File: config.mk
export PLATFORM = sky130hd
export DESIGN_NAME = uart_tx_flat
export DESIGN_NICKNAME = d
export VERILOG_FILES = /design/src/rtl/uart_tx_if.sv /design/src/rtl/uart_tx.sv /design/src/flat_wrapper.sv
export SDC_FILE = /design/constraint.sdc
export NUM_CORES = 1
export LEC_CHECK = 0
export ABC_AREA = 1
export CORE_ASPECT_RATIO = 0.7
export CORE_MARGIN = 3
export CORE_UTILIZATION = 56
export CTS_CLUSTER_SIZE = 14
export DETAILED_ROUTE_END_ITERATION = 8
export DONT_BUFFER_PORTS = 1
export PLACE_DENSITY = 0.75
export SKIP_LAST_GASP = 1
export SYNTH_ARGS = -nofsm -noshare
export SYNTH_HDL_FRONTEND = slang
export SYNTH_SLANG_ARGS = --single-unit
File: constraint.sdc
create_clock -name clk -period 1.7 [get_ports clk]
set_input_delay 0.34 -clock clk [delete_from_list [all_inputs] [get_ports clk]]
set_output_delay 0.34 -clock clk [all_outputs]
set_load 0.01 [all_outputs]
File: src/rtl/uart_tx_if.sv
// rtl/uart_tx_if.sv - UART transmitter handshake/line bundle with master and slave views
interface uart_tx_if #(
  parameter int NBIT_DATA_LEN = 8
);
  logic                     tx_start;
  logic [NBIT_DATA_LEN-1:0] data_in;
  logic                     tx;
  logic                     tx_busy;
  logic                     tx_done_tick;

  // Master side: the interface block that launches frames and watches status.
  modport master (
    output tx_start,
    output data_in,
    input  tx,
    input  tx_busy,
    input  tx_done_tick
  );

  // Slave side: the serializer itself.
  modport slave (
    input  tx_start,
    input  data_in,
    output tx,
    output tx_busy,
    output tx_done_tick
  );
endinterface

File: src/rtl/uart_tx.sv
// rtl/uart_tx.sv - UART frame serializer paced by an oversampling tick; `UART_TX_PARITY_EN adds an even parity bit
module uart_tx #(
  parameter int NBIT_DATA_LEN = 8,
  parameter int NUM_TICKS     = 16,
  parameter int STOP_BITS     = 1
) (
  input  logic      clk,
  input  logic      reset,
  input  logic      s_tick,
  uart_tx_if.slave  bus
);

  localparam int TW = (NUM_TICKS > 1) ? $clog2(NUM_TICKS) : 1;
  localparam int NW = (NBIT_DATA_LEN > 1) ? $clog2(NBIT_DATA_LEN) : 1;

  localparam logic [TW-1:0] T_LAST = TW'(NUM_TICKS - 1);
  localparam logic [NW-1:0] N_LAST = NW'(NBIT_DATA_LEN - 1);
  localparam logic [NW-1:0] S_LAST = NW'(STOP_BITS - 1);

  localparam logic [2:0] IDLE   = 3'd0;
  localparam logic [2:0] START  = 3'd1;
  localparam logic [2:0] DATA   = 3'd2;
`ifdef UART_TX_PARITY_EN
  localparam logic [2:0] PARITY = 3'd3;
`endif
  localparam logic [2:0] STOP   = 3'd4;

  logic [2:0]               state_q, state_d;
  logic [TW-1:0]            t_q, t_d;
  logic [NW-1:0]            n_q, n_d;
  logic [NBIT_DATA_LEN-1:0] shreg_q, shreg_d;
  logic                     tx_q, tx_d;
  logic                     busy_q, busy_d;
  logic                     done_q, done_d;
`ifdef UART_TX_PARITY_EN
  logic                     par_q, par_d;
`endif

  logic bit_end;
  assign bit_end = s_tick && (t_q == T_LAST);

  // Next-state, counter and output computation; outputs are derived from the
  // next state so the registered line changes on the same edge as the FSM.
  always_comb begin
    state_d = state_q;
    t_d     = t_q;
    n_d     = n_q;
    shreg_d = shreg_q;
    done_d  = 1'b0;
`ifdef UART_TX_PARITY_EN
    par_d   = par_q;
`endif

    case (state_q)
      IDLE: begin
        if (bus.tx_start) begin
          shreg_d = bus.data_in;
          t_d     = '0;
          state_d = START;
`ifdef UART_TX_PARITY_EN
          // Parity comes from the accepted byte, since the shift register is consumed.
          par_d   = ^bus.data_in;
`endif
        end
      end
      START: begin
        if (bit_end) begin
          t_d     = '0;
          n_d     = '0;
          state_d = DATA;
        end else if (s_tick) begin
          t_d = t_q + 1'b1;
        end
      end
      DATA: begin
        if (bit_end) begin
          t_d     = '0;
          shreg_d = shreg_q >> 1;
          if (n_q == N_LAST) begin
            n_d = '0;
`ifdef UART_TX_PARITY_EN
            state_d = PARITY;
`else
            state_d = STOP;
`endif
          end else begin
            n_d = n_q + 1'b1;
          end
        end else if (s_tick) begin
          t_d = t_q + 1'b1;
        end
      end
`ifdef UART_TX_PARITY_EN
      PARITY: begin
        if (bit_end) begin
          t_d     = '0;
          n_d     = '0;
          state_d = STOP;
        end else if (s_tick) begin
          t_d = t_q + 1'b1;
        end
      end
`endif
      STOP: begin
        // n counts stop bits here so the stop interval needs no wider counter.
        if (bit_end) begin
          t_d = '0;
          if (n_q == S_LAST) begin
            n_d     = '0;
            state_d = IDLE;
            done_d  = 1'b1;
          end else begin
            n_d = n_q + 1'b1;
          end
        end else if (s_tick) begin
          t_d = t_q + 1'b1;
        end
      end
      default: begin
        state_d = IDLE;
        t_d     = '0;
        n_d     = '0;
      end
    endcase

    case (state_d)
      START:   tx_d = 1'b0;
      DATA:    tx_d = shreg_d[0];
`ifdef UART_TX_PARITY_EN
      PARITY:  tx_d = par_d;
`endif
      default: tx_d = 1'b1;
    endcase

    // Busy also covers the done cycle so a back-to-back frame shows no busy gap.
    busy_d = (state_d != IDLE) || done_d;
  end

  // State and output registers with synchronous active-high reset.
  always_ff @(posedge clk) begin
    if (reset) begin
      state_q <= IDLE;
      t_q     <= '0;
      n_q     <= '0;
      shreg_q <= '0;
      tx_q    <= 1'b1;
      busy_q  <= 1'b0;
      done_q  <= 1'b0;
`ifdef UART_TX_PARITY_EN
      par_q   <= 1'b0;
`endif
    end else begin
      state_q <= state_d;
      t_q     <= t_d;
      n_q     <= n_d;
      shreg_q <= shreg_d;
      tx_q    <= tx_d;
      busy_q  <= busy_d;
      done_q  <= done_d;
`ifdef UART_TX_PARITY_EN
      par_q   <= par_d;
`endif
    end
  end

  assign bus.tx           = tx_q;
  assign bus.tx_busy      = busy_q;
  assign bus.tx_done_tick = done_q;

endmodule

File: src/flat_wrapper.sv
// flat-port wrapper written by rule: the top's interface ports become plain ports
module uart_tx_flat 
#(
  parameter int NBIT_DATA_LEN = 8,
  parameter int NUM_TICKS     = 16,
  parameter int STOP_BITS     = 1
)
  (clk, reset, s_tick, bus_tx_start, bus_data_in, bus_tx, bus_tx_busy, bus_tx_done_tick);
  uart_tx_if #(.NBIT_DATA_LEN(NBIT_DATA_LEN)) bus_i ();
  input  logic clk;
  input  logic reset;
  input  logic s_tick;
  input wire logic [$bits(bus_i.tx_start)-1:0] bus_tx_start;
  input wire logic [$bits(bus_i.data_in)-1:0] bus_data_in;
  output wire logic [$bits(bus_i.tx)-1:0] bus_tx;
  output wire logic [$bits(bus_i.tx_busy)-1:0] bus_tx_busy;
  output wire logic [$bits(bus_i.tx_done_tick)-1:0] bus_tx_done_tick;
  assign bus_i.tx_start = bus_tx_start;
  assign bus_i.data_in = bus_data_in;
  assign bus_tx = bus_i.tx;
  assign bus_tx_busy = bus_i.tx_busy;
  assign bus_tx_done_tick = bus_i.tx_done_tick;
  uart_tx #(.NBIT_DATA_LEN(NBIT_DATA_LEN), .NUM_TICKS(NUM_TICKS), .STOP_BITS(STOP_BITS)) u_core (.clk(clk), .reset(reset), .s_tick(s_tick), .bus(bus_i));
endmodule
==> results of run 1 <==
-- Yosys cell counts (2+ instances only) --
cell	instances
nand2_1	40
dfxtp_1	21
a21oi_1	19
nor2_1	17
inv_1	16
nand4_1	6
nand3_1	5
ha_1	4
inv_2	4
o21ai_0	4
nand2_2	3
nor2_4	3
a21boi_0	2
-- where the power goes --
part	leakage [nW]	total (W)	switching, W	internal (W)
Combinational	0.308	0.0000960	0.0000600	0.0000359
Clock	0.0177	0.000249	0.000161	0.0000881
Sequential	0.172	0.000531	0.0000150	0.000516
-- through the flow --
step | total power (W) | instance area (um2)
global placement | 0.000636 | 1090
global route | 0.000924 | 1140
detailed placement | 0.000639 | 1090
floorplan | 0.000625 | 1080
CTS | 0.000883 | 1120
finish | 0.000876 | 1140
-- cells by family after synthesis --
family / synth area share (%)
compound gates: 14.8
xor+xnor: 0.808
fa+ha+maj: 4.62
buf+inv: 8.66
flops: 38.8
simple gates: 32.3
-- layout by cell type (no fill, tap or decap), drive strengths merged --
cell type   n
o21ai       5
or2         1
a21oi      19
buf         2
dfxtp      21
clkbuf      3
a22oi       1
nor2       21
inv        20
ha          4
xor2        1
nor3        1
a31oi       1
nand3       6
nand2      43
clkinv      1
o21a        1
nand4       6
a21boi      2
-- layout make-up --
type | instances | area [um2]
Inverter | 20 | 75.1
Sequential cell | 21 | 420
Multi-Input combinational cell | 112 | 576
Clock buffer | 3 | 22.5
Timing Repair Buffer | 2 | 15.0
Fill cell | 160 | 557
Clock inverter | 1 | 5.00
Tap cell | 21 | 26.3
-- per-layer routing --
layer | vias up | GRT usage (%) | part of all wire (%)
met5 | - | 0 | 0
met4 | 0 | 4.07 | 0.68
met1 | 427 | 24.5 | 50
met3 | 2 | 5.78 | 8.0
met2 | 30 | 25.2 | 42
li1 | 514 | - | -
-- final timing paths --
| path | startpoint | endpoint | slack [ns] | depth (start not counted) |
|---|---|---|---|---|
| max | u_core.t_q[0]$_SDFFE_PP0P_ | u_core.bus.tx$_SDFF_PP1_ | 0.17 | 10 |
| min | reset | u_core.shreg_q[7]$_SDFFE_PP0P_ | 0.07 | 1 |
| min reg2reg | u_core.shreg_q[5]$_SDFFE_PP0P_ | u_core.shreg_q[5]$_SDFFE_PP0P_ | 0.47 | 2 |
| max reg2reg | u_core.t_q[0]$_SDFFE_PP0P_ | u_core.bus.tx$_SDFF_PP1_ | 0.17 | 10 |
-- registers in the layout, summed over array words and instances, names as in the netlist --
signal / count
u_core.bus.tx: 1
u_core.bus.tx_busy: 1
u_core.bus.tx_done_tick: 1
u_core.n_q: 3
u_core.shreg_q: 8
u_core.state_q: 3
u_core.t_q: 4
-- repair_timing --
item	4_1_cts	5_1_grt
buffers inserted	0	2
endpoints found under the setup margin	0	1
hold buffers	0	0
==> results, run 1 <==
- The gate count after technology mapping is 155.
- The maximum operating frequency is 655 MHz.
- At the end of the flow, the number of nets in the layout was 176.
- The maximum fanout count along the critical path is 8.
- The clock-pin slew on the worst setup and hold paths is 0.13 ns.
- The number of pins with negative max-slew slack in the final report was 0.
- The number of nets in the synthesized netlist is 171.
- The violation count after the first detailed-routing iteration is 18.
- The region available for standard cell placement spans 0.00170 mm2.
- In this run the remaining antenna-violating nets after routing total 0.
- The leading register cell type out of synthesis is dfxtp_1.
- For this run, the slowest stage of the critical path takes between 0.4 and 0.5 ns.
- The average cell area after synthesis is 6.99 um2.
- The share of the cycle needed by the critical path after routing is 89.8%.
- OpenSTA, run right after detailed placement, puts the worst setup slack at between 0.1 and 0.15 ns.
- Headroom to the max-slew limit came out at 82.3%.
- Routability-driven placement finished with a final weighted congestion of 0.800.
- The final wirelength is 2070 um.
- From left edge to right edge, the die measures 58.6 um.
- The fraction of the yosys area taken by sequential cells is 38.8%.
- The CTS sink count is 21.
- The total of flip-flops plus latches after synthesis is 21.
- The startpoint type of the worst setup path is a flip-flop.
- After layout, the minimum clock period comes to ~1.5 ns.
- For the pin with the worst max-slew slack, the measured transition is 0.265 ns.
- The total of max-cap violations is 0.
- The number of buffers and inverters on the critical path is 1.
- After synthesis, the cell types taking the most area are dfxtp_1, nand2_1, a21oi_1, nor2_1, inv_1.
- The number of antenna cells inserted is 0.
- The post-route DRC violation count is 0.
- The first global-routing pass estimated 3390 um of wire.
- For the final database, setup skew stands at 0.0125 ns.
- The via count of the first global-routing pass is 814.
- The fraction of final layout cells with drive strength greater than 1 is 12.6%.
- 15 I/O pins were placed.
- Yosys printed 0 warnings.
- The data required time of the worst path is 1.91 ns.
- The number of hold violations in the final report is 0.
- The worst-path cell with the longest stage delay is dfxtp_1.
- The mapped netlist covers 0.00108 mm2.
- The signal on the critical path passes through ha_1 -> nand2_2 -> nor2_4 -> nand2_2 -> inv_2 -> nor2_4 -> nand2_1 -> nand2_1 -> nand2_1 -> nand2_1.
- STA puts the critical path data arrival time at 1.74 ns.
- CTS built an H-tree with a depth of 1.
- Gates resized during post-CTS repair numbered 0.
- The routed layout has 973 vias.
- Measured on the finished design, the core utilization comes to 67.2%.
- Setup violations remaining at the end of the flow were counted as 0.
- The largest total area in the synthesized netlist belongs to dfxtp_1.
- The share of Yosys cell area claimed by the top area cell type is 38.8%.
- The total power per unit cell area is 769 mW/mm2.
- The starting density of the core is 63.9%.
- After detailed routing, the average wire length per cell comes to 11.5 um.
- The analysis attributes to cell leakage a power of 0.498 nW.
- The largest delay contributor family on the critical path is simple AND/OR/NAND/NOR gates.
- The detailed placement HPWL is 1500 um.
- The pre-antenna-repair detailed-routing pass consisted of 4 iterations.
- The CTS tree is built.
- Counting flops with a built-in enable in the synthesized netlist gives 0.
- The number of unique standard cell types used by synthesis is 24.
- The number of antenna violations at the first check in global routing is 0.
- The synthesis-to-layout area growth is 5.20%.
- The worst hold slack is 0.0673 ns.
- The number of instances in the placed design is 173.
- The floorplan has 12 rows.
- The tree is rooted in a clkbuf_4.
- Setup repair after global routing left no endpoint under its margin.
- The total clock buffers created by CTS is 3.
- The insertion delay of the later-clocked pin in the worst-skew pair is approximately 0.32 ns.
- The most used cell along the critical path is nand2_1.
- The overall overflow remaining after global route is 0.
- In the routed layout, each cell is associated on average with a via count of 5.41.
- Entering global routing, the biggest net connects 19 pins.
- The count of non-filler cells in the finished layout is 180.
- For this run, the total global-route usage over all layers was measured as 17.3%.
- The longest clock path from root to sink contains 2 buffers.
- The tightest min-delay check is of the in -> reg type.
- The setup TNS is 0 ns.
- The worst vdd rail ir drop is between 600 and 700 uV.
- The flow ran to the end, and the final reports show no timing, DRC or antenna violations.
- From bottom edge to top edge, the die measures around 43 um.
- The die covers 0.00251 mm2.
- STA classifies the critical path endpoint as a flip-flop.
- The kind of critical path is reg -> reg.
- Port buffering added 0 buffers.
- Setup slack closes at 0.173 ns.
- The fraction of registers with async set/reset is 0%.
Power figures use the tool's default switching activity.
==> run 2: changes to the inputs <==
--- a/config.mk
+++ b/config.mk
@@ -6,13 +6,14 @@
 export NUM_CORES = 1
 export LEC_CHECK = 0
 export ABC_AREA = 1
+export CAP_MARGIN = 10
 export CORE_ASPECT_RATIO = 0.7
 export CORE_MARGIN = 3
 export CORE_UTILIZATION = 56
 export CTS_CLUSTER_SIZE = 14
 export DETAILED_ROUTE_END_ITERATION = 8
 export DONT_BUFFER_PORTS = 1
-export PLACE_DENSITY = 0.75
+export PLACE_DENSITY_LB_ADDON = 0.15
 export SKIP_LAST_GASP = 1
 export SYNTH_ARGS = -nofsm -noshare
 export SYNTH_HDL_FRONTEND = slang
==> results, run 2 (synthesized netlist as in run 1, its figures left out) <==
- The count of standard-cell rows is 12.
- The largest register by flop count is u_core.shreg_q.
- On the final layout, the worst clock skew is 0.00157 ns.
- The post-route DRC violation count is 0.
- The most numerous cell type found on the critical path is nand2_1.
- The CTS sink count is 21.
- Entering global routing, the biggest net connects 19 pins.
- Setup violations remaining at the end of the flow were counted as 0.
- The via count of the first global-routing pass was 876.
- The worst setup path is of the reg -> reg kind.
- The fraction of final layout cells with drive strength greater than 1 is about 11%.
- The vertical die dimension is 42.8 um.
- In this run the number of H-tree levels came out at 1.
- The worst register-to-register path begins at u_core.t_q[0]$_SDFFE_PP0P_.
- Dividing the final minimum period by the clock period gives 88.4%.
- The path class of the tightest hold or removal check is in -> reg.
- Relative to the synthesized area, the layout overhead comes to 3.70%.
- The routing layer with the top usage in global route is met2.
- Buffers inserted to repair hold after CTS numbered 0.
- The number of antenna violations at the first check in global routing is 0.
- The number of pins with negative max-slew slack in the final report is 0.
- The largest delay contributor family on the critical path is simple AND/OR/NAND/NOR gates.
- In this run, CTS created clock tree buffers numbering 3.
- The met2 usage is between 20% and 30%.
- In the final timing run, aggregate negative setup slack is 0 ns.
- The origin of the worst setup path is u_core.t_q[0]$_SDFFE_PP0P_.
- For this configuration, the core starts out at a cell density of 63.9%.
- The number of flip-flops under the largest register name is 8.
- Along the worst path, the maximum fanout reaches 8.
- STA classifies the critical path endpoint as a flip-flop.
- The worst vdd rail ir drop is 545 uV.
- Across the run, the number of max-cap violations was 0.
- Setup repair after global routing left no endpoint under its margin.
- The routed layout has 981 vias.
- 0 antenna diodes ended up in the layout.
- The power after layout is approximately 0.00087 W.
- Across every metal layer, demand over resource in global routing totals 19.6%.
- Once the clock tree was built, the setup fixing pass inserted 0 buffers.
- The endpoint identified for the worst register-to-register timing path is u_core.bus.tx$_SDFF_PP1_.
- Traced cell by cell, the critical path runs through ha_1 -> nand2_2 -> nor2_4 -> nand2_2 -> inv_2 -> nor2_4 -> nand2_1 -> nand2_1 -> nand2_1 -> nand2_1.
- The global-route met3 utilization is 7.90%.
- TritonCTS built the clock tree.
- The most critical setup path has its endpoint at u_core.bus.tx$_SDFF_PP1_.
- The routed wire length per instance is 12.1 um.
- The slew at the pin closest to its max-slew limit is between 0.2 and 0.3 ns.
- The area of the die is 0.00251 mm2.
- In the layout the commonest cells are nand2_1, dfxtp_1, a21oi_1.
- The floorplan step set the die width to 58.6 um.
- The run finished with clean final reports.
- The first global-routing pass estimated 3770 um of wire.
- The final critical delay including setup and external delays is 1.50 ns.
- After global routing the overflow that remains totals 0.
- At the end of routability-driven placement, the weighted congestion stood at a little over 0.8.
- For flop-to-flop paths, the worst setup slack is a little under 0.2 ns.
- The net count of the finished layout is 174.
- Clock-pin slew was measured on the worst setup and hold paths at 0.11 ns.
- The worst slew margin relative to its limit is 82.4%.
- The insertion delay of the later-clocked pin in the worst-skew pair is 0.31 ns.
- Global routing used 25.5% of the available met1 tracks.
- The routed via count divided by cell count is 5.51.
- The number of buffers added on ports is 0.
- In this run the static leakage power is 0.484 nW.
- Pin placement for this block handled 15 I/O pins.
- Power spread over the standard cell area amounts to between 700 and 800 mW/mm2.
- Based on the critical path, the design can be clocked at up to 666 MHz.
- The worst path buffer plus inverter count is 1.
- For the worst flop-to-flop path, the logic depth is 10.
- The number of buffers on the longest clock path is 2.
- The tree is rooted in a clkbuf_4.
- The count of instances resized after the clock tree is built is 0.
- The data arrival at the endpoint of the critical path is 1.72 ns.
- The slowest stage of the critical path belongs to the cell dfxtp_1.
- The routed design has 2150 um of wire.
- The number of hold violations in the final report is 0.
- The library cell used most frequently in the layout, excluding fill and tap cells, is nand2_1.
- The startpoint type of the worst setup path is a flip-flop.
- The critical path runs through a total of 10 cells.
- The area of the core is 0.00170 mm2.
- The number of iterations in the first detailed-routing pass is 4.
- The data required time of the worst path is around 1.9 ns.
- The violation count after the first detailed-routing iteration is 21.
- The detail route stage leaves a number of antenna-violating nets equal to 0.
- Summed over all nets, the half-perimeter wirelength after detailed placement is 1600 um.
- The maximum cell stage delay along the critical path is 0.41 ns.
- The largest registers in the layout are u_core.shreg_q x8, u_core.t_q x4.
run 2: metrics by stage:
stage / hold slack [ns] / std cells / cell area [um2] / worst slack (ns) / util, %
2_1_floorplan: 0.436 / 155 / 1080 / 0.332 / -
3_3_place_gp: 0.411 / 173 / 1090 / 0.190 / 64.3
3_5_place_dp: 0.413 / 173 / 1090 / 0.132 / 64.3
4_1_cts: 0.0739 / 177 / 1120 / 0.112 / 65.9
5_1_grt: 0.0428 / 178 / 1120 / 0.0340 / 66.2
6_report: 0.0775 / 178 / 1120 / 0.198 / 66.2
run 2: how the worst min path moves through the flow:
stage                                     endpoint  depth (start not counted)                           start  slack [ns]
floorplan           u_core.shreg_q[2]$_SDFFE_PP0P_                          2  u_core.shreg_q[2]$_SDFFE_PP0P_        0.44
global placement    u_core.shreg_q[4]$_SDFFE_PP0P_                          1                           reset        0.41
detailed placement      u_core.t_q[0]$_SDFFE_PP0P_                          1                           reset        0.41
CTS                     u_core.t_q[0]$_SDFFE_PP0P_                          1                           reset        0.07
global route            u_core.t_q[3]$_SDFFE_PP0P_                          1                           reset        0.04
finish                  u_core.t_q[0]$_SDFFE_PP0P_                          1                           reset        0.08
run 2: layout make-up:
cell class	instances	area (um2)
fillers	157	573
clock buffers	4	26.3
multi-input cells	112	576
inverters	20	75.1
well taps	21	26.3
flip-flops and latches	21	420
run 2: power breakdown:
group	total [W]	leakage (nW)	internal, W	switching, W
logic	0.0000965	0.297	0.0000359	0.0000606
clock network	0.000246	0.0150	0.0000917	0.000154
registers	0.000532	0.172	0.000516	0.0000159
run 2: per-layer routing:
layer,up-vias,wire length [um]
li1,505,-
met1,453,1040
met2,18,936
met3,5,151
met4,0,22
met5,-,0
run 2: worst register-to-register path, cell delays in order (launching register included):
cell     delay [ns]
dfxtp_1        0.41
ha_1           0.22
nand2_2        0.10
nor2_4         0.18
nand2_2        0.11
inv_2          0.09
nor2_4         0.06
nand2_1        0.09
nand2_1        0.05
nand2_1        0.05
nand2_1        0.05
